[src/rtl/dvp_test_source_pkg.sv]
// Shared types for the DVP source selector: generator FSM states, source
// mode codes and the colour-bar level function.
package dvp_test_source_pkg;

  typedef enum logic [2:0] {
    ST_IDLE,
    ST_VS,
    ST_VBP,
    ST_ACT,
    ST_VFP
  } gen_state_e;

  localparam logic [1:0] MODE_CAM  = 2'd0;
  localparam logic [1:0] MODE_RAMP = 2'd1;
  localparam logic [1:0] MODE_BARS = 2'd2;
  localparam logic [1:0] MODE_FLAT = 2'd3;

  localparam int HCNT_W = 16;
  localparam int VCNT_W = 10;

  // Bar 0 is white (FF); each following bar is 32 levels darker.
  function automatic logic [7:0] bar_value(input logic [2:0] bar);
    return 8'hFF - {bar, 5'b0};
  endfunction

endpackage

[src/rtl/dvp_timing_gen.sv]
// Generated-frame DVP timing: pixel counter, line counter and frame FSM.
// Raw (unregistered) VSYNC/HREF are derived from the current state.
module dvp_timing_gen
  import dvp_test_source_pkg::*;
#(
  parameter int H_ACTIVE = 1280,
  parameter int H_BLANK  = 144,
  parameter int V_SYNC   = 3,
  parameter int V_BP     = 17,
  parameter int V_ACTIVE = 720,
  parameter int V_FP     = 10
) (
  input  logic       pclk_1,
  input  logic       reset_n,
  input  logic       start_i,
  input  logic       stop_i,
  output gen_state_e state_o,
  output logic       vsync_o,
  output logic       href_o,
  output logic [7:0] h_cnt_o,
  output logic       line_end_o,
  output logic       frame_start_o,
  output logic       frame_end_o
);

  localparam int H_TOT = H_ACTIVE + H_BLANK;

  gen_state_e          state_q;
  logic [HCNT_W-1:0]   h_cnt_q;
  logic [VCNT_W-1:0]   v_cnt_q;
  logic [VCNT_W-1:0]   last_line;
  logic                line_end;
  logic                state_end;

  always_comb begin
    last_line = '0;
    case (state_q)
      ST_VS:   last_line = VCNT_W'(V_SYNC - 1);
      ST_VBP:  last_line = VCNT_W'(V_BP - 1);
      ST_ACT:  last_line = VCNT_W'(V_ACTIVE - 1);
      ST_VFP:  last_line = VCNT_W'(V_FP - 1);
      default: last_line = '0;
    endcase
  end

  assign line_end      = (h_cnt_q == HCNT_W'(H_TOT - 1));
  assign state_end     = line_end && (v_cnt_q == last_line);
  assign frame_end_o   = (state_q == ST_VFP) && state_end;
  // A frame starts either from IDLE on request or by wrapping out of VFP.
  assign frame_start_o = ((state_q == ST_IDLE) && start_i) || (frame_end_o && !stop_i);

  assign state_o    = state_q;
  assign vsync_o    = (state_q == ST_VS);
  assign href_o     = (state_q == ST_ACT) && (h_cnt_q < HCNT_W'(H_ACTIVE));
  assign h_cnt_o    = h_cnt_q[7:0];
  assign line_end_o = line_end;

  always_ff @(posedge pclk_1 or negedge reset_n) begin
    if (!reset_n) begin
      state_q <= ST_IDLE;
      h_cnt_q <= '0;
      v_cnt_q <= '0;
    end else if (state_q == ST_IDLE) begin
      h_cnt_q <= '0;
      v_cnt_q <= '0;
      if (start_i) state_q <= ST_VS;
    end else begin
      if (line_end) h_cnt_q <= '0;
      else          h_cnt_q <= h_cnt_q + HCNT_W'(1);

      if (state_end) begin
        v_cnt_q <= '0;
        case (state_q)
          ST_VS:   state_q <= ST_VBP;
          ST_VBP:  state_q <= ST_ACT;
          ST_ACT:  state_q <= ST_VFP;
          ST_VFP:  state_q <= stop_i ? ST_IDLE : ST_VS;
          default: state_q <= ST_IDLE;
        endcase
      end else if (line_end) begin
        v_cnt_q <= v_cnt_q + VCNT_W'(1);
      end
    end
  end

endmodule

[src/rtl/dvp_test_source.sv]
// DVP source selector: forwards camera 1 or a generated test frame, switching
// only at frame boundaries. DVP_TEST_SOURCE_SCROLL_EN adds the frame count to the ramp.
module dvp_test_source
  import dvp_test_source_pkg::*;
#(
  parameter int H_ACTIVE = 1280,
  parameter int H_BLANK  = 144,
  parameter int V_SYNC   = 3,
  parameter int V_BP     = 17,
  parameter int V_ACTIVE = 720,
  parameter int V_FP     = 10,
  parameter int BAR_W    = H_ACTIVE / 8
) (
  input  logic       pclk_1,
  input  logic       reset_n,
  input  logic [1:0] mode_sel,
  input  logic       cam_vsync,
  input  logic       cam_href,
  input  logic [7:0] cam_d,
  output logic       VSYNC_o,
  output logic       HREF_o,
  output logic [7:0] D_o,
  output logic [1:0] cur_mode,
  output logic [7:0] gen_frame_cnt
);

  gen_state_e        t_state;
  logic              t_vsync;
  logic              t_href;
  logic [7:0]        t_h_cnt;
  logic              t_line_end;
  logic              t_frame_start;
  logic              t_frame_end;

  logic [1:0]        cur_mode_q, cur_mode_d;
  logic              cam_open_q, cam_open_d;
  logic              cam_vsync_q;
  logic [7:0]        gen_frame_cnt_q, gen_frame_cnt_d;
  logic [2:0]        bar_q, bar_d;
  logic [HCNT_W-1:0] bar_px_q, bar_px_d;
  logic              vsync_q, vsync_d;
  logic              href_q, href_d;
  logic [7:0]        d_q, d_d;

  logic              is_cam;
  logic              pend;
  logic              cam_rise;
  logic              start_gen;
  logic              stop_gen;
  logic [7:0]        ramp_pix;
  logic [7:0]        pix;

  dvp_timing_gen #(
    .H_ACTIVE (H_ACTIVE),
    .H_BLANK  (H_BLANK),
    .V_SYNC   (V_SYNC),
    .V_BP     (V_BP),
    .V_ACTIVE (V_ACTIVE),
    .V_FP     (V_FP)
  ) u_timing (
    .pclk_1        (pclk_1),
    .reset_n       (reset_n),
    .start_i       (start_gen),
    .stop_i        (stop_gen),
    .state_o       (t_state),
    .vsync_o       (t_vsync),
    .href_o        (t_href),
    .h_cnt_o       (t_h_cnt),
    .line_end_o    (t_line_end),
    .frame_start_o (t_frame_start),
    .frame_end_o   (t_frame_end)
  );

  assign is_cam   = (cur_mode_q == MODE_CAM);
  assign pend     = (mode_sel != cur_mode_q);
  assign cam_rise = cam_vsync && !cam_vsync_q;

  // The camera path opens on the very VSYNC edge that is detected, so the
  // first VSYNC cycle is forwarded rather than swallowed.
  assign cam_open_d = is_cam && (cam_open_q || cam_rise);

  // Leaving the camera: immediately if it is gated, otherwise on its VSYNC rise.
  assign start_gen = is_cam && pend && (!cam_open_q || cam_rise);
  assign stop_gen  = (mode_sel == MODE_CAM);

  always_comb begin
    cur_mode_d = cur_mode_q;
    if (start_gen || (t_frame_end && pend)) cur_mode_d = mode_sel;
  end

  assign gen_frame_cnt_d = t_frame_start ? gen_frame_cnt_q + 8'd1 : gen_frame_cnt_q;

  always_comb begin
    bar_d    = bar_q;
    bar_px_d = bar_px_q;
    if (t_line_end || (t_state == ST_IDLE)) begin
      bar_d    = '0;
      bar_px_d = '0;
    end else if (t_href) begin
      if (bar_px_q == HCNT_W'(BAR_W - 1)) begin
        bar_px_d = '0;
        if (bar_q != 3'd7) bar_d = bar_q + 3'd1;
      end else begin
        bar_px_d = bar_px_q + HCNT_W'(1);
      end
    end
  end

`ifdef DVP_TEST_SOURCE_SCROLL_EN
  assign ramp_pix = t_h_cnt + gen_frame_cnt_q;
`else
  assign ramp_pix = t_h_cnt;
`endif

  always_comb begin
    pix = '0;
    case (cur_mode_q)
      MODE_RAMP: pix = ramp_pix;
      MODE_BARS: pix = bar_value(bar_q);
      MODE_FLAT: pix = gen_frame_cnt_q;
      default:   pix = '0;
    endcase
  end

  always_comb begin
    vsync_d = 1'b0;
    href_d  = 1'b0;
    d_d     = '0;
    if (is_cam) begin
      if (cam_open_d) begin
        vsync_d = cam_vsync;
        href_d  = cam_href;
        d_d     = cam_d;
      end
    end else begin
      vsync_d = t_vsync;
      href_d  = t_href;
      d_d     = t_href ? pix : 8'd0;
    end
  end

  always_ff @(posedge pclk_1 or negedge reset_n) begin
    if (!reset_n) begin
      cur_mode_q      <= MODE_CAM;
      cam_open_q      <= 1'b0;
      cam_vsync_q     <= 1'b0;
      gen_frame_cnt_q <= '0;
      bar_q           <= '0;
      bar_px_q        <= '0;
      vsync_q         <= 1'b0;
      href_q          <= 1'b0;
      d_q             <= '0;
    end else begin
      cur_mode_q      <= cur_mode_d;
      cam_open_q      <= cam_open_d;
      cam_vsync_q     <= cam_vsync;
      gen_frame_cnt_q <= gen_frame_cnt_d;
      bar_q           <= bar_d;
      bar_px_q        <= bar_px_d;
      vsync_q         <= vsync_d;
      href_q          <= href_d;
      d_q             <= d_d;
    end
  end

  assign VSYNC_o       = vsync_q;
  assign HREF_o        = href_q;
  assign D_o           = d_q;
  assign cur_mode      = cur_mode_q;
  assign gen_frame_cnt = gen_frame_cnt_q;

endmodule
[config.mk]
export PLATFORM = sky130hd
export DESIGN_NAME = dvp_test_source
export DESIGN_NICKNAME = d
export VERILOG_FILES = /design/src/rtl/dvp_test_source_pkg.sv /design/src/rtl/dvp_timing_gen.sv /design/src/rtl/dvp_test_source.sv
export SDC_FILE = /design/constraint.sdc
export NUM_CORES = 1
export LEC_CHECK = 0
export BUFFER_PORTS_ARGS = -buffer_cell sky130_fd_sc_hd__buf_2
export CAP_MARGIN = 40
export CORE_MARGIN = 1.5
export CORE_UTILIZATION = 60
export CTS_BUF_LIST = sky130_fd_sc_hd__clkbuf_8
export CTS_CLUSTER_SIZE = 28
export DETAILED_ROUTE_END_ITERATION = 16
export PLACE_DENSITY = 0.87
export SLEW_MARGIN = 20
export SYNTH_ARGS = -nofsm -noshare
export SYNTH_HDL_FRONTEND = slang
export SYNTH_SLANG_ARGS = --single-unit
[constraint.sdc]
create_clock -name pclk_1 -period 4.8 [get_ports pclk_1]
set_clock_uncertainty 0.2 [all_clocks]
set_input_delay 0.24 -clock pclk_1 [delete_from_list [all_inputs] [get_ports pclk_1]]
set_output_delay 0.24 -clock pclk_1 [all_outputs]
set_load 0.02 [all_outputs]
### Yosys cells after proc, flatten, opt, wreduce, memory -nomap -nowiden

Cells that the tools add are included.

* add/sub/neg operators: 6
* magnitude comparators: 1
* equal/unequal tests: 13
* mux-type cells: 26
* reductions and logical operators: 28

Operators by type and width (number)
* two-way mux 16 bit: 5
* one-hot mux 10 bit (4 select lines): 1
* adder 16 x 1 -> 16 bit, second input constant: 2
* two-way mux 10 bit: 3
* two-way mux 8 bit: 3
* one-hot mux 8 bit (3 select lines): 1
* two-way mux 3 bit: 7
* equality test 16 x 11 -> 1 bit, second input constant: 1
* equality test 16 x 8 -> 1 bit, second input constant: 1
* less-than comparator 16 x 11 -> 1 bit, second input constant: 1
* one-hot mux 3 bit (4 select lines): 1
* adder 10 x 1 -> 10 bit, second input constant: 1
* equality test 10 bit: 1
* logical AND 1 bit: 10
* adder 8 x 1 -> 8 bit, second input constant: 1
* nonzero test 2 bit: 4
* subtractor 8 bit, first input constant: 1
* equality test 3 x 2 -> 1 bit, second input constant: 2
* logical OR 1 bit: 5
* two-way mux 1 bit: 5
* equality test 2 bit, second input constant: 2
* zero test 2 bit: 2
* adder 3 x 1 -> 3 bit, second input constant: 1
* equality test 3 x 1 -> 1 bit, second input constant: 1
* 10 further kinds: 12

* flip-flop bits (word level): 70
* input port bits: 14
* output and inout port bits: 20
* word-level logic and storage cells: 86

### Depth between registers and ports, before layout

* depth after elaboration: 7
* depth in mapped cells: 8
* gate-level depth less buffers: 7

### By module

A second synthesis with hierarchy kept.

* cell total of the unflattened synthesis: 392
* area total of the unflattened synthesis: 3847.4 µm²

Modules (own cells, without submodules)
* dvp_test_source: instances 1, cells an instance 196, area an instance 2069.5 µm², sequential area each 1026.0 µm²
* dvp_timing_gen: instances 1, cells an instance 196, area an instance 1778.0 µm², sequential area each 725.7 µm²

### Worst setup path after synthesis

Ideal clock, no wire load.

* kind: flip-flop to flip-flop
* start point: register u_timing.h_cnt_q[0]
* end point: register gen_frame_cnt_q[1] (netlist: gen_frame_cnt[1])
* library setup time: 0.125 ns
* data arrival time: 2.100 ns
* required time: 4.475 ns
* path slack: 2.375 ns
* stages on the path, launching flop included: 8
* buffers on the path: 1
* clock period less this slack: 2.425 ns
* path through: dfrtp_1 > ha_1 > or4b_4 > nor4_4 > and4b_1 > a21o_1 > buf_6 > mux2_2

* cells in the longest elaborated chain, start to end: 5

Ends and longest elaborated chain
* from (decl): RTL line dvp_timing_gen.sv:29 `logic [HCNT_W-1:0] h_cnt_q;`
* from (signal assigned): RTL line dvp_timing_gen.sv:69 `else h_cnt_q <= h_cnt_q + HCNT_W'(1);`
* equality test 16 x 11 -> 1 bit: RTL line dvp_timing_gen.sv:46 `assign line_end = (h_cnt_q == HCNT_W'(H_TOT - 1));`
* logical AND 1 bit: RTL line dvp_timing_gen.sv:47 `assign state_end = line_end && (v_cnt_q == last_line);`
* logical AND 1 bit: RTL line dvp_timing_gen.sv:48 `assign frame_end_o = (state_q == ST_VFP) && state_end;`
* logical AND 1 bit: RTL line dvp_timing_gen.sv:50 `assign frame_start_o = ((state_q == ST_IDLE) && start_i) || (frame_end_o && !stop_i);`
* logical OR 1 bit: RTL line dvp_timing_gen.sv:50
* to (signal assigned): RTL line dvp_test_source.sv:157 `gen_frame_cnt_q <= gen_frame_cnt_d;`
* to (decl): RTL line dvp_test_source.sv:38 `logic [7:0] gen_frame_cnt_q, gen_frame_cnt_d;`

No other way between the ends.
A chain may end at the register's enable or synchronous reset.

### Worst setup path in the final report

Ends and elaborated chain as after synthesis.

==> results.sh <==
export IMPL_routed_wl_mm=8.479
export IMPL_ys_ff_latch=70
export IMPL_cts_resized=0
export IMPL_core_area_sq_um=5991
export IMPL_cp_max_fo=8
export IMPL_criticalPathCategory="reg -> reg"
export IMPL_via_count=3151
export IMPL_synthFlopType="dfrtp_1"
export IMPL_fin_nets=455
export IMPL_ys_seq_area_share_pct=46.67
export IMPL_synth_cell_types=53
export IMPL_die_area_sq_um=6740
export IMPL_worst_path_largest_cell_delay_ns=0.49
export IMPL_gp_congestion=0.8801
export IMPL_drc=0
export IMPL_drive_above_1_share_pct=15.91
export IMPL_die_width_um=82.10
export IMPL_cp_start_kind="flop"
export IMPL_synth_edff_count=0
export IMPL_grt_usage_pct=26.96
export IMPL_dr_pass1_iters=4
export IMPL_synth_nets=410
export IMPL_cts_tree="yes"
export IMPL_numClockSinks=70
export IMPL_initial_utilization_pct=62.66
export IMPL_drv_slew=0
export IMPL_dp_cells=486
export IMPL_grt_pass1_wl_mm=13.67
export IMPL_hpwl_mm=5.568
export IMPL_drt_iter0_drc=198
export IMPL_grt_ovfl_total=0
export IMPL_syn_to_final_growth_pct=14.53
export IMPL_syn_cell_area_sq_um=3754
export IMPL_numCtsBuffers=9
export IMPL_setup_viol=0
export IMPL_synth_cells=390
export IMPL_fp_dieH_um=82.10
export IMPL_slew_headroom_pct=55.26
export IMPL_cp_end_kind="flop"
export IMPL_fp_row_count=28
export IMPL_io_pins=34
export IMPL_regToRegSetupSlack_ns=2.05
export IMPL_antenna_cells=0
export IMPL_final_cell_mix="dfrtp_1 (70), nor2_1 (55), nand2_1 (37)"
export IMPL_finalHoldViolations=0
export IMPL_gr_usage_met2_pct=43.20
export IMPL_rsz0062_at_grt="no"
export IMPL_power_density_nw_per_um2=275.0
export IMPL_hold_path_class="in -> async"
export IMPL_layout_commonest_cell="dfrtp_1"
export IMPL_timing_rr_end="gen_frame_cnt[1]"
export IMPL_crit_chain="ha_1 -> or4b_4 -> nor4_4 -> and4b_1 -> a21o_1 -> mux2_2"
export IMPL_cp_arrival_ns=2.79
export IMPL_grt_start_max_net_pins=58
export IMPL_met1_usage_pct=34.10
export IMPL_critPathRequiredTime_ns=4.84
export IMPL_ys_warn_count=0
export IMPL_grt_pass1_vias=3005
export IMPL_worstSkewPairLatency_ns=0.35
export IMPL_worstMarginPinSlew_ns=0.6694
export IMPL_r2r_cells=6
export IMPL_cap_violations=0
export IMPL_post_drt_wl_per_cell_um=16.46
export IMPL_outcome="complete, no violations"
export IMPL_clk_pin_slew_ns=0.08
export IMPL_power_leakage_nw=2.023
export IMPL_reg2reg_from="u_timing.h_cnt_q[0]"
export IMPL_h_tree_depth=3
export IMPL_synthArstFlopShare_pct=100.0
export IMPL_via_per_inst=6.118
export IMPL_vdd_ir_drop_max_v=0.0001717
export IMPL_layout_cells_non_filler=515
export IMPL_crit_slowest_cell="or4b_4"
export IMPL_finalSetupTns_ns=0
export IMPL_final_antenna_net_count=0
export IMPL_fin_crit_sh_pct=57.26
export IMPL_startpoint="u_timing.h_cnt_q[0]"
export IMPL_antenna_found_initial=0
export IMPL_busiest_layer="met2"
export IMPL_gr_usage_met3_pct=6.374
export IMPL_clk_path_buf_depth=2
export IMPL_period_needed_ns=2.748
export IMPL_port_buffers=33
export IMPL_cts_root_buffer_cell="clkbuf_8"
export IMPL_fmax_mhz=363.8
export IMPL_syn_area_per_cell_sq_um=9.625
state kept, by name, summed over array words and instances (netlist names):
register	count
u_timing.state_o	3
bar_px_q	16
cur_mode	2
D_o	8
u_timing.v_cnt_q	10
VSYNC_o	1
u_timing.h_cnt_q	16
HREF_o	1
gen_frame_cnt	8
cam_open_q	1
bar_q	3
cam_vsync_q	1
logic make-up after synthesis:
kind of cell    count (synthesis)  share of synthesized area [%]
flops                          70                          46.67
compound gates                 68                          12.00
mux                             8                          2.367
xor+xnor                       37                          8.633
fa+ha+maj                       6                          2.000
simple gates                  178                          24.97
buf+inv                        23                          3.366
worst max-delay path, delay by kind of cell (launching register included):
kind	cells	cell delay, ns
adder cells (fa/ha/maj)	1	0.23
multiplexers	1	0.38
AO/OA/AOI/OAI	1	0.29
AND/OR/NAND/NOR	3	1.13
flip-flops	1	0.41
worst max path at each step:
stage	to	slack, ns	cells past startpoint
after global routing	u_timing.v_cnt_q[2]	1.88	6
final	gen_frame_cnt[1]	2.05	6
after CTS	gen_frame_cnt[1]	2.07	6
after floorplan	gen_frame_cnt[1]	2.38	7
after global placement	gen_frame_cnt[1]	2.18	6
after detailed placement	gen_frame_cnt[1]	2.09	6
what timing repair did:
action / 4_1_cts / 5_1_grt
setup buffers: 0 / 0
endpoints found under the setup margin: 0 / 0
hold endpoints to repair: 83 / 0
hold buffers: 13 / 0
per-stage QoR:
step / hold WS (ns) / total power [mW] / util, % / cell area (sq um) / worst slack (ns)
after floorplan: -0.2556 / 0.6518 / - / 3754 / 2.375
after global placement: 0.1976 / 0.6803 / 65.56 / 3928 / 2.183
after detailed placement: -0.002983 / 0.6854 / 66.10 / 3960 / 2.087
after CTS: 0.1656 / 1.180 / 71.76 / 4299 / 2.070
after global routing: 0.2045 / 1.216 / 71.76 / 4299 / 1.877
final: 0.1595 / 1.182 / 71.76 / 4299 / 2.052
where the power goes:
group	total, mW	internal, mW	switching (mW)
combinational	0.0732	0.0309	0.0423
sequential	0.610	0.594	0.0156
clock	0.500	0.267	0.232
Yosys cell counts, drive strengths merged (3+ instances only):
cell type	number	area share, %
xor2	18	4.2
o211ai	4	0.80
nor2	55	5.5
and4	8	1.9
nand2b	5	0.83
mux2	7	2.1
buf	5	1.3
xnor2	19	4.4
nand3	11	1.5
a21oi	10	1.3
or3	3	0.50
nor3	10	1.3
a21o	4	0.80
nor3b	4	0.80
and3	12	2.1
o31ai	6	1.2
and2	3	0.50
a22o	4	0.93
nand4	11	1.8
o21ai	29	3.9
clkbuf	10	1.0
dfrtp	70	47
inv	7	0.70
nand2	38	3.9
ha	6	2.0
nor4	6	1.4
area by class of cell:
| class | count | area [sq um] |
|---|---|---|
| fill | 403 | 1692 |
| multi-input combinational | 297 | 1876 |
| timing repair buffer | 50 | 342.8 |
| clock inverter | 5 | 57.56 |
| tap | 75 | 93.84 |
| clock buffer | 11 | 151.4 |
| sequential | 70 | 1752 |
| inverter | 7 | 26.28 |
per-layer routing:
| layer | part of all wire [%] | vias to the layer above |
|---|---|---|
| met5 | 0 | - |
| met4 | 1.8 | 0 |
| met3 | 5.2 | 16 |
| met2 | 48 | 96 |
| met1 | 45 | 1564 |
| li1 | - | 1475 |
(Power assumes the default switching activity.)
